===== src/rtl/bc_rx_mem_arb.sv =====
// ---------------------------------------------------------------------------
// bc_rx_mem_arb
// Two-requester arbiter in front of a single-port synchronous SRAM.
//   - Round-robin arbitration with optional lock (burst ownership), limited
//     to MAX_BURST consecutive grants while the other requester waits.
//   - Accepted accesses are issued on registered mem_* outputs one cycle
//     after acceptance, one per cycle with no bubbles.
//   - Reads are tracked with a RD_LATENCY+1 deep tag pipeline so the read
//     data is routed back to the requester that issued it.
//
// Ports
//   HCLK, HRESETN            clock, synchronous active-low reset
//   reqN_valid/write/addr/wdata/byteen/lock   request from requester N
//   reqN_ready               combinational grant (accept when valid&ready)
//   rspN_valid/rdata         registered read response, one-cycle pulse
//   mem_ren/wen/addr/byteen/wdata   registered SRAM command
//   mem_rdata                SRAM read data, valid RD_LATENCY cycles after ren
// ---------------------------------------------------------------------------
module bc_rx_mem_arb #(
  parameter int MEM_AWIDTH = 16,
  parameter int RD_LATENCY = 2,
  parameter int MAX_BURST  = 8
) (
  input  logic                  HCLK,
  input  logic                  HRESETN,
  input  logic                  req0_valid,
  input  logic                  req0_write,
  input  logic [MEM_AWIDTH-1:0] req0_addr,
  input  logic [31:0]           req0_wdata,
  input  logic [3:0]            req0_byteen,
  input  logic                  req0_lock,
  output logic                  req0_ready,
  input  logic                  req1_valid,
  input  logic                  req1_write,
  input  logic [MEM_AWIDTH-1:0] req1_addr,
  input  logic [31:0]           req1_wdata,
  input  logic [3:0]            req1_byteen,
  input  logic                  req1_lock,
  output logic                  req1_ready,
  output logic                  rsp0_valid,
  output logic [31:0]           rsp0_rdata,
  output logic                  rsp1_valid,
  output logic [31:0]           rsp1_rdata,
  output logic                  mem_ren,
  output logic                  mem_wen,
  output logic [MEM_AWIDTH-1:0] mem_addr,
  output logic [3:0]            mem_byteen,
  output logic [31:0]           mem_wdata,
  input  logic [31:0]           mem_rdata
);

  localparam logic [1:0] ST_IDLE = 2'd0;
  localparam logic [1:0] ST_OWN0 = 2'd1;
  localparam logic [1:0] ST_OWN1 = 2'd2;
  localparam int         TAGD    = RD_LATENCY + 1;

  logic [1:0]            r_state;
  logic                  r_last;      // requester granted most recently
  logic [7:0]            r_burst;     // accepts counted while in OWNn
  logic                  r_mem_ren;
  logic                  r_mem_wen;
  logic [MEM_AWIDTH-1:0] r_mem_addr;
  logic [3:0]            r_mem_byteen;
  logic [31:0]           r_mem_wdata;
  logic [TAGD-1:0]       r_tag_vld;
  logic [TAGD-1:0]       r_tag_id;
  logic                  r_rsp0_valid;
  logic                  r_rsp1_valid;
  logic [31:0]           r_rsp0_rdata;
  logic [31:0]           r_rsp1_rdata;

  logic                  w_gnt0;
  logic                  w_gnt1;
  logic                  w_acc0;
  logic                  w_acc1;
  logic                  w_acc;
  logic                  w_sel;
  logic                  w_write;
  logic                  w_lock;
  logic                  w_other_valid;
  logic [MEM_AWIDTH-1:0] w_addr;
  logic [31:0]           w_wdata;
  logic [3:0]            w_byteen;
  logic [8:0]            w_burst_len;
  logic                  w_release;
  logic [1:0]            w_state_nxt;
  logic [7:0]            w_burst_nxt;

  // Grant selection: round-robin in IDLE, owner-only while locked.
  always_comb begin
    w_gnt0 = 1'b0;
    w_gnt1 = 1'b0;
    case (r_state)
      ST_IDLE: begin
        if (req0_valid && req1_valid) begin
          w_gnt0 = r_last;
          w_gnt1 = ~r_last;
        end else begin
          w_gnt0 = req0_valid;
          w_gnt1 = req1_valid;
        end
      end
      ST_OWN0: w_gnt0 = req0_valid;
      ST_OWN1: w_gnt1 = req1_valid;
      default: begin
        w_gnt0 = 1'b0;
        w_gnt1 = 1'b0;
      end
    endcase
  end

  assign req0_ready = HRESETN & w_gnt0;
  assign req1_ready = HRESETN & w_gnt1;
  assign w_acc0     = req0_valid & req0_ready;
  assign w_acc1     = req1_valid & req1_ready;
  assign w_acc      = w_acc0 | w_acc1;
  assign w_sel      = w_acc1;

  assign w_write       = w_sel ? req1_write  : req0_write;
  assign w_lock        = w_sel ? req1_lock   : req0_lock;
  assign w_addr        = w_sel ? req1_addr   : req0_addr;
  assign w_wdata       = w_sel ? req1_wdata  : req0_wdata;
  assign w_byteen      = w_sel ? req1_byteen : req0_byteen;
  assign w_other_valid = w_sel ? req0_valid  : req1_valid;

  // Length of the current burst including this accept: the entry grant is
  // made from IDLE, so the OWN-state count is offset by one.
  assign w_burst_len = (r_state == ST_IDLE) ? 9'd1 : ({1'b0, r_burst} + 9'd2);
  assign w_release   = (w_burst_len >= 9'(MAX_BURST)) && w_other_valid;

  // Next-state and burst-count computation.
  always_comb begin
    w_state_nxt = ST_IDLE;
    w_burst_nxt = 8'd0;
    if (w_acc && w_lock && !w_release) begin
      w_state_nxt = w_sel ? ST_OWN1 : ST_OWN0;
      if (r_state == ST_IDLE) begin
        w_burst_nxt = 8'd0;
      end else if (r_burst == 8'hFF) begin
        w_burst_nxt = r_burst;
      end else begin
        w_burst_nxt = r_burst + 8'd1;
      end
    end else begin
      w_state_nxt = ST_IDLE;
      w_burst_nxt = 8'd0;
    end
  end

  // Arbitration state, round-robin pointer and burst counter.
  always_ff @(posedge HCLK) begin
    if (!HRESETN) begin
      r_state <= ST_IDLE;
      r_last  <= 1'b1;
      r_burst <= 8'd0;
    end else begin
      r_state <= w_state_nxt;
      r_burst <= w_burst_nxt;
      if (w_acc) begin
        r_last <= w_sel;
      end
    end
  end

  // SRAM command issue, registered one cycle after acceptance.
  always_ff @(posedge HCLK) begin
    if (!HRESETN) begin
      r_mem_ren    <= 1'b0;
      r_mem_wen    <= 1'b0;
      r_mem_addr   <= '0;
      r_mem_byteen <= 4'd0;
      r_mem_wdata  <= 32'd0;
    end else begin
      r_mem_ren <= w_acc & ~w_write;
      r_mem_wen <= w_acc & w_write;
      if (w_acc) begin
        r_mem_addr   <= w_addr;
        r_mem_byteen <= w_write ? w_byteen : 4'hF;
        r_mem_wdata  <= w_wdata;
      end
    end
  end

  // Read tag pipeline and response capture; stage RD_LATENCY lines up with
  // the edge where mem_rdata for that read is valid.
  always_ff @(posedge HCLK) begin
    if (!HRESETN) begin
      r_tag_vld    <= '0;
      r_tag_id     <= '0;
      r_rsp0_valid <= 1'b0;
      r_rsp1_valid <= 1'b0;
      r_rsp0_rdata <= 32'd0;
      r_rsp1_rdata <= 32'd0;
    end else begin
      r_tag_vld    <= {r_tag_vld[TAGD-2:0], w_acc & ~w_write};
      r_tag_id     <= {r_tag_id[TAGD-2:0], w_sel};
      r_rsp0_valid <= r_tag_vld[TAGD-1] & ~r_tag_id[TAGD-1];
      r_rsp1_valid <= r_tag_vld[TAGD-1] & r_tag_id[TAGD-1];
      if (r_tag_vld[TAGD-1] && !r_tag_id[TAGD-1]) begin
        r_rsp0_rdata <= mem_rdata;
      end
      if (r_tag_vld[TAGD-1] && r_tag_id[TAGD-1]) begin
        r_rsp1_rdata <= mem_rdata;
      end
    end
  end

  assign mem_ren    = r_mem_ren;
  assign mem_wen    = r_mem_wen;
  assign mem_addr   = r_mem_addr;
  assign mem_byteen = r_mem_byteen;
  assign mem_wdata  = r_mem_wdata;
  assign rsp0_valid = r_rsp0_valid;
  assign rsp1_valid = r_rsp1_valid;
  assign rsp0_rdata = r_rsp0_rdata;
  assign rsp1_rdata = r_rsp1_rdata;

endmodule


===== config.mk =====
export PLATFORM = sky130hd
export DESIGN_NAME = bc_rx_mem_arb
export DESIGN_NICKNAME = d
export VERILOG_FILES = /design/src/rtl/bc_rx_mem_arb.sv
export SDC_FILE = /design/constraint.sdc
export NUM_CORES = 1
export LEC_CHECK = 0
export ABC_AREA = 1
export BUFFER_PORTS_ARGS = -buffer_cell sky130_fd_sc_hd__buf_2
export CAP_MARGIN = 20
export CORE_MARGIN = 5
export CORE_UTILIZATION = 46
export CTS_CLUSTER_SIZE = 28
export DETAILED_ROUTE_END_ITERATION = 8
export PLACE_DENSITY = 0.9
export SYNTH_ARGS = -nofsm -noshare
export SYNTH_HDL_FRONTEND = slang
export SYNTH_SLANG_ARGS = --single-unit

===== constraint.sdc =====
create_clock -name HCLK -period 2 [get_ports HCLK]
set_input_delay 0.1 -clock HCLK [delete_from_list [all_inputs] [get_ports HCLK]]
set_output_delay 0.1 -clock HCLK [all_outputs]
set_load 0.01 [all_outputs]

# Word level (Yosys, flattened, before mapping)
# Index checks and enable logic that the tools add are counted.
# totals
mem_bits_rw,0
ff_bits,137
n_memories,0
latchBits,0
out_inout_bits,122
input_bits,144
romBits,0
# op_classes
n_addsub,2
n_mul,0
div_mod_pow,0
n_reduce_logical,11
eq_ne,3
mux,13
bitwise_logic,14
n_lt_le_gt_ge,1
shifts,0
# op_table
op,n
32-bit 2-to-1 mux,1
16-bit 2-to-1 mux,1
8-bit by 2-bit adder with 9-bit output (second input constant),1
9-bit by 4-bit >= comparator with 1-bit output (second input constant),1
9-bit 2-to-1 mux,1
8-bit by 1-bit adder with 8-bit output (second input constant),1
1-bit AND,8
8-bit == test (second input constant),1
4-bit 2-to-1 mux,2
1-bit logical AND,6
1-bit 2-to-1 mux,5
1-bit NOT,5
1-bit case mux with 2 select lines,2
3-bit OR reduction,1
2-bit by 1-bit == test with 1-bit output (second input constant),1
2-bit == test (second input constant),1
1-bit zero test,2
2-bit zero test,1
2-bit 2-to-1 mux,1
2-bit AND reduction,1
1-bit OR,1

# Logic depth before layout (Yosys ltp)
# depth
ltp_word,11
mapped_depth,11

# Worst setup path before layout
# Ideal clock, no wire load.
# synth_timing
path_kind,reg-to-reg
startpoint,register r_burst[1]
endpoint,register r_burst[1]
slack_ns,0.635
path_stages_with_launch,10
path_buffers,0
required_ns,1.932
t_arrival_ns,1.297
cell_sequence,dfxtp_1 -> ha_1 -> nand2_1 -> nor2_1 -> nand4_1 -> inv_1 -> nand2_1 -> nand2_1 -> inv_1 -> nor2_1
# synth_between
elab_chain_len,8
word_cells_on_any_way,10
# synth_lines
item,line_no,text
start: declaration,59,logic [7:0] r_burst;
start signal: assignment,158,r_burst <= w_burst_nxt;
8-bit by 2-bit adder with 9-bit output,128,"assign w_burst_len = (r_state == ST_IDLE) ? 9'd1 : ({1'b0, r_burst} + 9'd2);"
9-bit 2-to-1 mux,128,
9-bit by 4-bit >= comparator with 1-bit output,129,assign w_release = (w_burst_len >= 9'(MAX_BURST)) && w_other_valid;
1-bit logical AND,129,
1-bit zero test,135,if (w_acc && w_lock && !w_release) begin
1-bit logical AND,135,
1-bit NOT (no line),n/a,
3-bit OR reduction (no line),n/a,
# Parallel ways exist; a longest one is shown, timed or not.
# A chain may end at the register's enable or synchronous reset.

# Final worst setup path
# layout_timing
startpoint,register r_state[1]
endpoint,output port req0_ready
# layout_between
elab_chain_len,3
word_cells_on_any_way,4
# layout_lines
item,line_no,text
start: declaration,57,logic [1:0] r_state;
start signal: assignment,157,r_state <= w_state_nxt;
2-bit by 1-bit == test with 1-bit output / 2-bit zero test (equally long branches),93,case (r_state)
1-bit case mux with 2 select lines *,93,
1-bit AND *,112,assign req0_ready = HRESETN & w_gnt0;
end: declaration,32,"output logic req0_ready,"
# Every way passes the cells marked *; elsewhere a longest branch is shown, timed or not.

==> impl_metrics.json <==
{
  "slowest_stage": "inv_4",
  "ys_warn_count": 0,
  "root_buffer": "clkbuf_16",
  "die_w_um": 119,
  "setup_violations": 0,
  "grt_usage_pct": 29.6,
  "start_util_pct": 46.5,
  "critical_path_required_ns": 1.90,
  "drc_errors": 0,
  "insertion_delay_ns": 0.41,
  "syn_to_final_growth_pct": 57.7,
  "rsz0062_at_grt": "false",
  "cts_tree": "built",
  "power.density_nw_per_um2": 798,
  "dieArea_sq_um": 14300,
  "period_share_pct": 93.7,
  "power_frac_seq_pct": 41.6,
  "dpl.cell_count": 1162,
  "layout_common_cells": "buf_2 (264), nand2_1 (187), nor2_1 (157)",
  "whs_ns": 0.00408,
  "synth.cell_area_sq_um": 5520,
  "synth-seq-cells": 136,
  "power.total_mw": 6.94,
  "drv_slew": 0,
  "drtPass1Iterations": 6,
  "tightest_slew_ns": 0.590,
  "crit_path_max_fanout": 49,
  "grt_pass1_vias": 6881,
  "drt-vias-per-instance": 5.22,
  "vias": 6910,
  "holdPathStages": 5,
  "endpoint_kind": "primary output",
  "max_freq_ghz": 0.534,
  "yosys.cell_types.count": 25,
  "globalRouteOverflowTotal": 0,
  "critPathMaxStageDelay_ns": 0.39,
  "ys_seq_area_share_pct": 49.4,
  "peakVddDrop_mv": 0.536,
  "fin_tns_setup_ns": 0,
  "cts_sinks": 136,
  "r2r_end": "mem_byteen[1]",
  "synth_top_area_cell": "dfxtp_1",
  "p_sw_share_pct": 25.7,
  "slew-limit-headroom_pct": 60.7,
  "worstPathArrival_ns": 1.77,
  "power_frac_comb_pct": 14.1,
  "r2r_cells": 8,
  "fin_util_pct": 73.3,
  "cp_cell_sequence": "inv_1, nand2_1, nor2_4, o21ai_4, inv_4, buf_2",
  "grt_pass1_wl_um": 33700,
  "p_leak_nw": 4.73,
  "synthTopCellsByArea": "dfxtp_1 (49%), nand2_1 (13%), nor2_1 (11%)",
  "ant_nets": 0,
  "ios": 266,
  "die_y_um": 119,
  "skew_ns": 0.00678,
  "stdcell_area_sq_um": 8700,
  "core_sq_um": 11900,
  "yosysTopAreaCellShare_pct": 49.4,
  "stdcell_count": 1323,
  "numPortBuffers": 265,
  "rrSetupSlack_ns": 0.15,
  "critPathTopFamily": "buffers and inverters",
  "final-hold-violation-count": 0,
  "place_hpwl_um": 11800,
  "status": "finished clean",
  "cts_buffer_depth": 2,
  "avgSynthCellArea_sq_um": 7.02,
  "cp.depth": 6,
  "pre_cts_ws_ns": 0.0759,
  "period_minus_slack_ns": 1.87,
  "worstSetupStartpoint": "r_state[1]",
  "fin_nets": 1298,
  "syn-instance-count": 786,
  "gp_congestion": 0.930,
  "cellInternalPower_mw": 5.16,
  "path_buf_inv": 3,
  "place_area_sq_um": 6900,
  "grt_max_degree": 73,
  "post_cts.repair.setup_buffers": 0,
  "cts_buffers": 17,
  "antenna_found_initial": 6,
  "routed_wl_um": 21800,
  "rr_startpoint": "r_last",
  "clkTransAtPathRegs_ns": 0.06,
  "critical_path_class": "register to primary output",
  "fin_ws_ns": 0.126,
  "pwr-share-clk_pct": 44.2,
  "startpoint_type": "register",
  "num_rows": 40,
  "crit_end": "req0_ready",
  "p_switching_mw": 1.78,
  "final_common_cell": "buf_2",
  "layout-drive-gt1-share_pct": 27.3,
  "hp-class": "primary input to register",
  "cap_violations": 0,
  "drtIter0Drc": 717,
  "cts_max_level": 4,
  "route.detailed.wl_per_inst_um": 16.4,
  "synth_nets": 932
}
[cell type report]
type                    count  area [sq um]
diodes                     11          27.5
clock buffers              18           439
clock inverters            14           149
fillers                   811          3160
inverters                  68           258
multi-input cells         536          2320
flip-flops and latches    136          2720
well taps                 147           184
repair buffers            393          2600
[sequential cells by signal, indices dropped and copies added (netlist names)]
| signal | cells |
|---|---|
| mem_addr | 16 |
| mem_byteen | 4 |
| mem_wdata | 32 |
| mem_wen | 1 |
| r_burst | 8 |
| r_last | 1 |
| r_state | 2 |
| r_tag_id | 3 |
| r_tag_vld | 3 |
| rsp0_rdata | 32 |
| rsp0_valid | 1 |
| rsp1_rdata | 32 |
| rsp1_valid | 1 |
[metal layers]
metal	track usage [%]	vias up	wire length, um
met5	0	-	0
li1	-	3197	-
met3	8.67	158	1670
met4	23.7	0	1780
met1	30.8	3070	7640
met2	49.7	485	10700
[Yosys cell counts, drive strengths merged]
library cell  number
or2                1
a21oi              4
xnor2              1
nand4              2
inv               68
o21ai             70
nor2             160
clkbuf            26
buf               20
ha                 2
nand3            102
xor2               3
nor3b              1
dfxtp            136
nand2            189
o21bai             1
[worst register-to-register path, cell delays in order, from the launching register on]
cell and delay (ns):
dfxtp_1 0.40, nand3_1 0.15, nand2_2 0.13, buf_4 0.35
nand2_1 0.12, nand2_1 0.14, nand2_1 0.22, nor2_1 0.18
nor2_1 0.05
[power by group through the flow]
| stage | combinational [mW] | sequential [mW] | clock, mW |
|---|---|---|---|
| 2_1_floorplan | 0.349 | 2.99 | 0 |
| 3_3_place_gp | 0.724 | 2.94 | 0 |
| 3_5_place_dp | 0.738 | 2.94 | 0 |
| 4_1_cts | 0.922 | 2.88 | 3.12 |
| 5_1_grt | 1.06 | 2.90 | 3.23 |
| 6_report | 0.981 | 2.89 | 3.07 |
[kinds of logic after synthesis]
family | Yosys count | share of synthesized area [%]
compound gates | 75 | 7.06
simple gates | 455 | 33.8
xor+xnor | 4 | 0.635
flops | 136 | 49.4
fa+ha+maj | 2 | 0.454
buf+inv | 114 | 8.67
[worst min path at each step]
stage	from	end	slack, ns
final	req1_addr[1]	mem_addr[1]	0.004
after global routing	req1_wdata[11]	mem_wdata[11]	0.01
after CTS	req1_wdata[11]	mem_wdata[11]	0.0001
after detailed placement	mem_rdata[11]	rsp0_rdata[11]	0.34
after global placement	mem_rdata[23]	rsp0_rdata[23]	0.34
after floorplan	mem_rdata[0]	rsp0_rdata[0]	0.23
[timing repair]
| item | in CTS | in global routing |
|---|---|---|
| setup endpoints to repair | 1 | 4 |
| hold endpoints to repair | 112 | 0 |
| hold buffers | 118 | 0 |
| gates resized for setup | 1 | 1 |
| pin swaps | 0 | 0 |
Power figures use the tool's default switching activity.
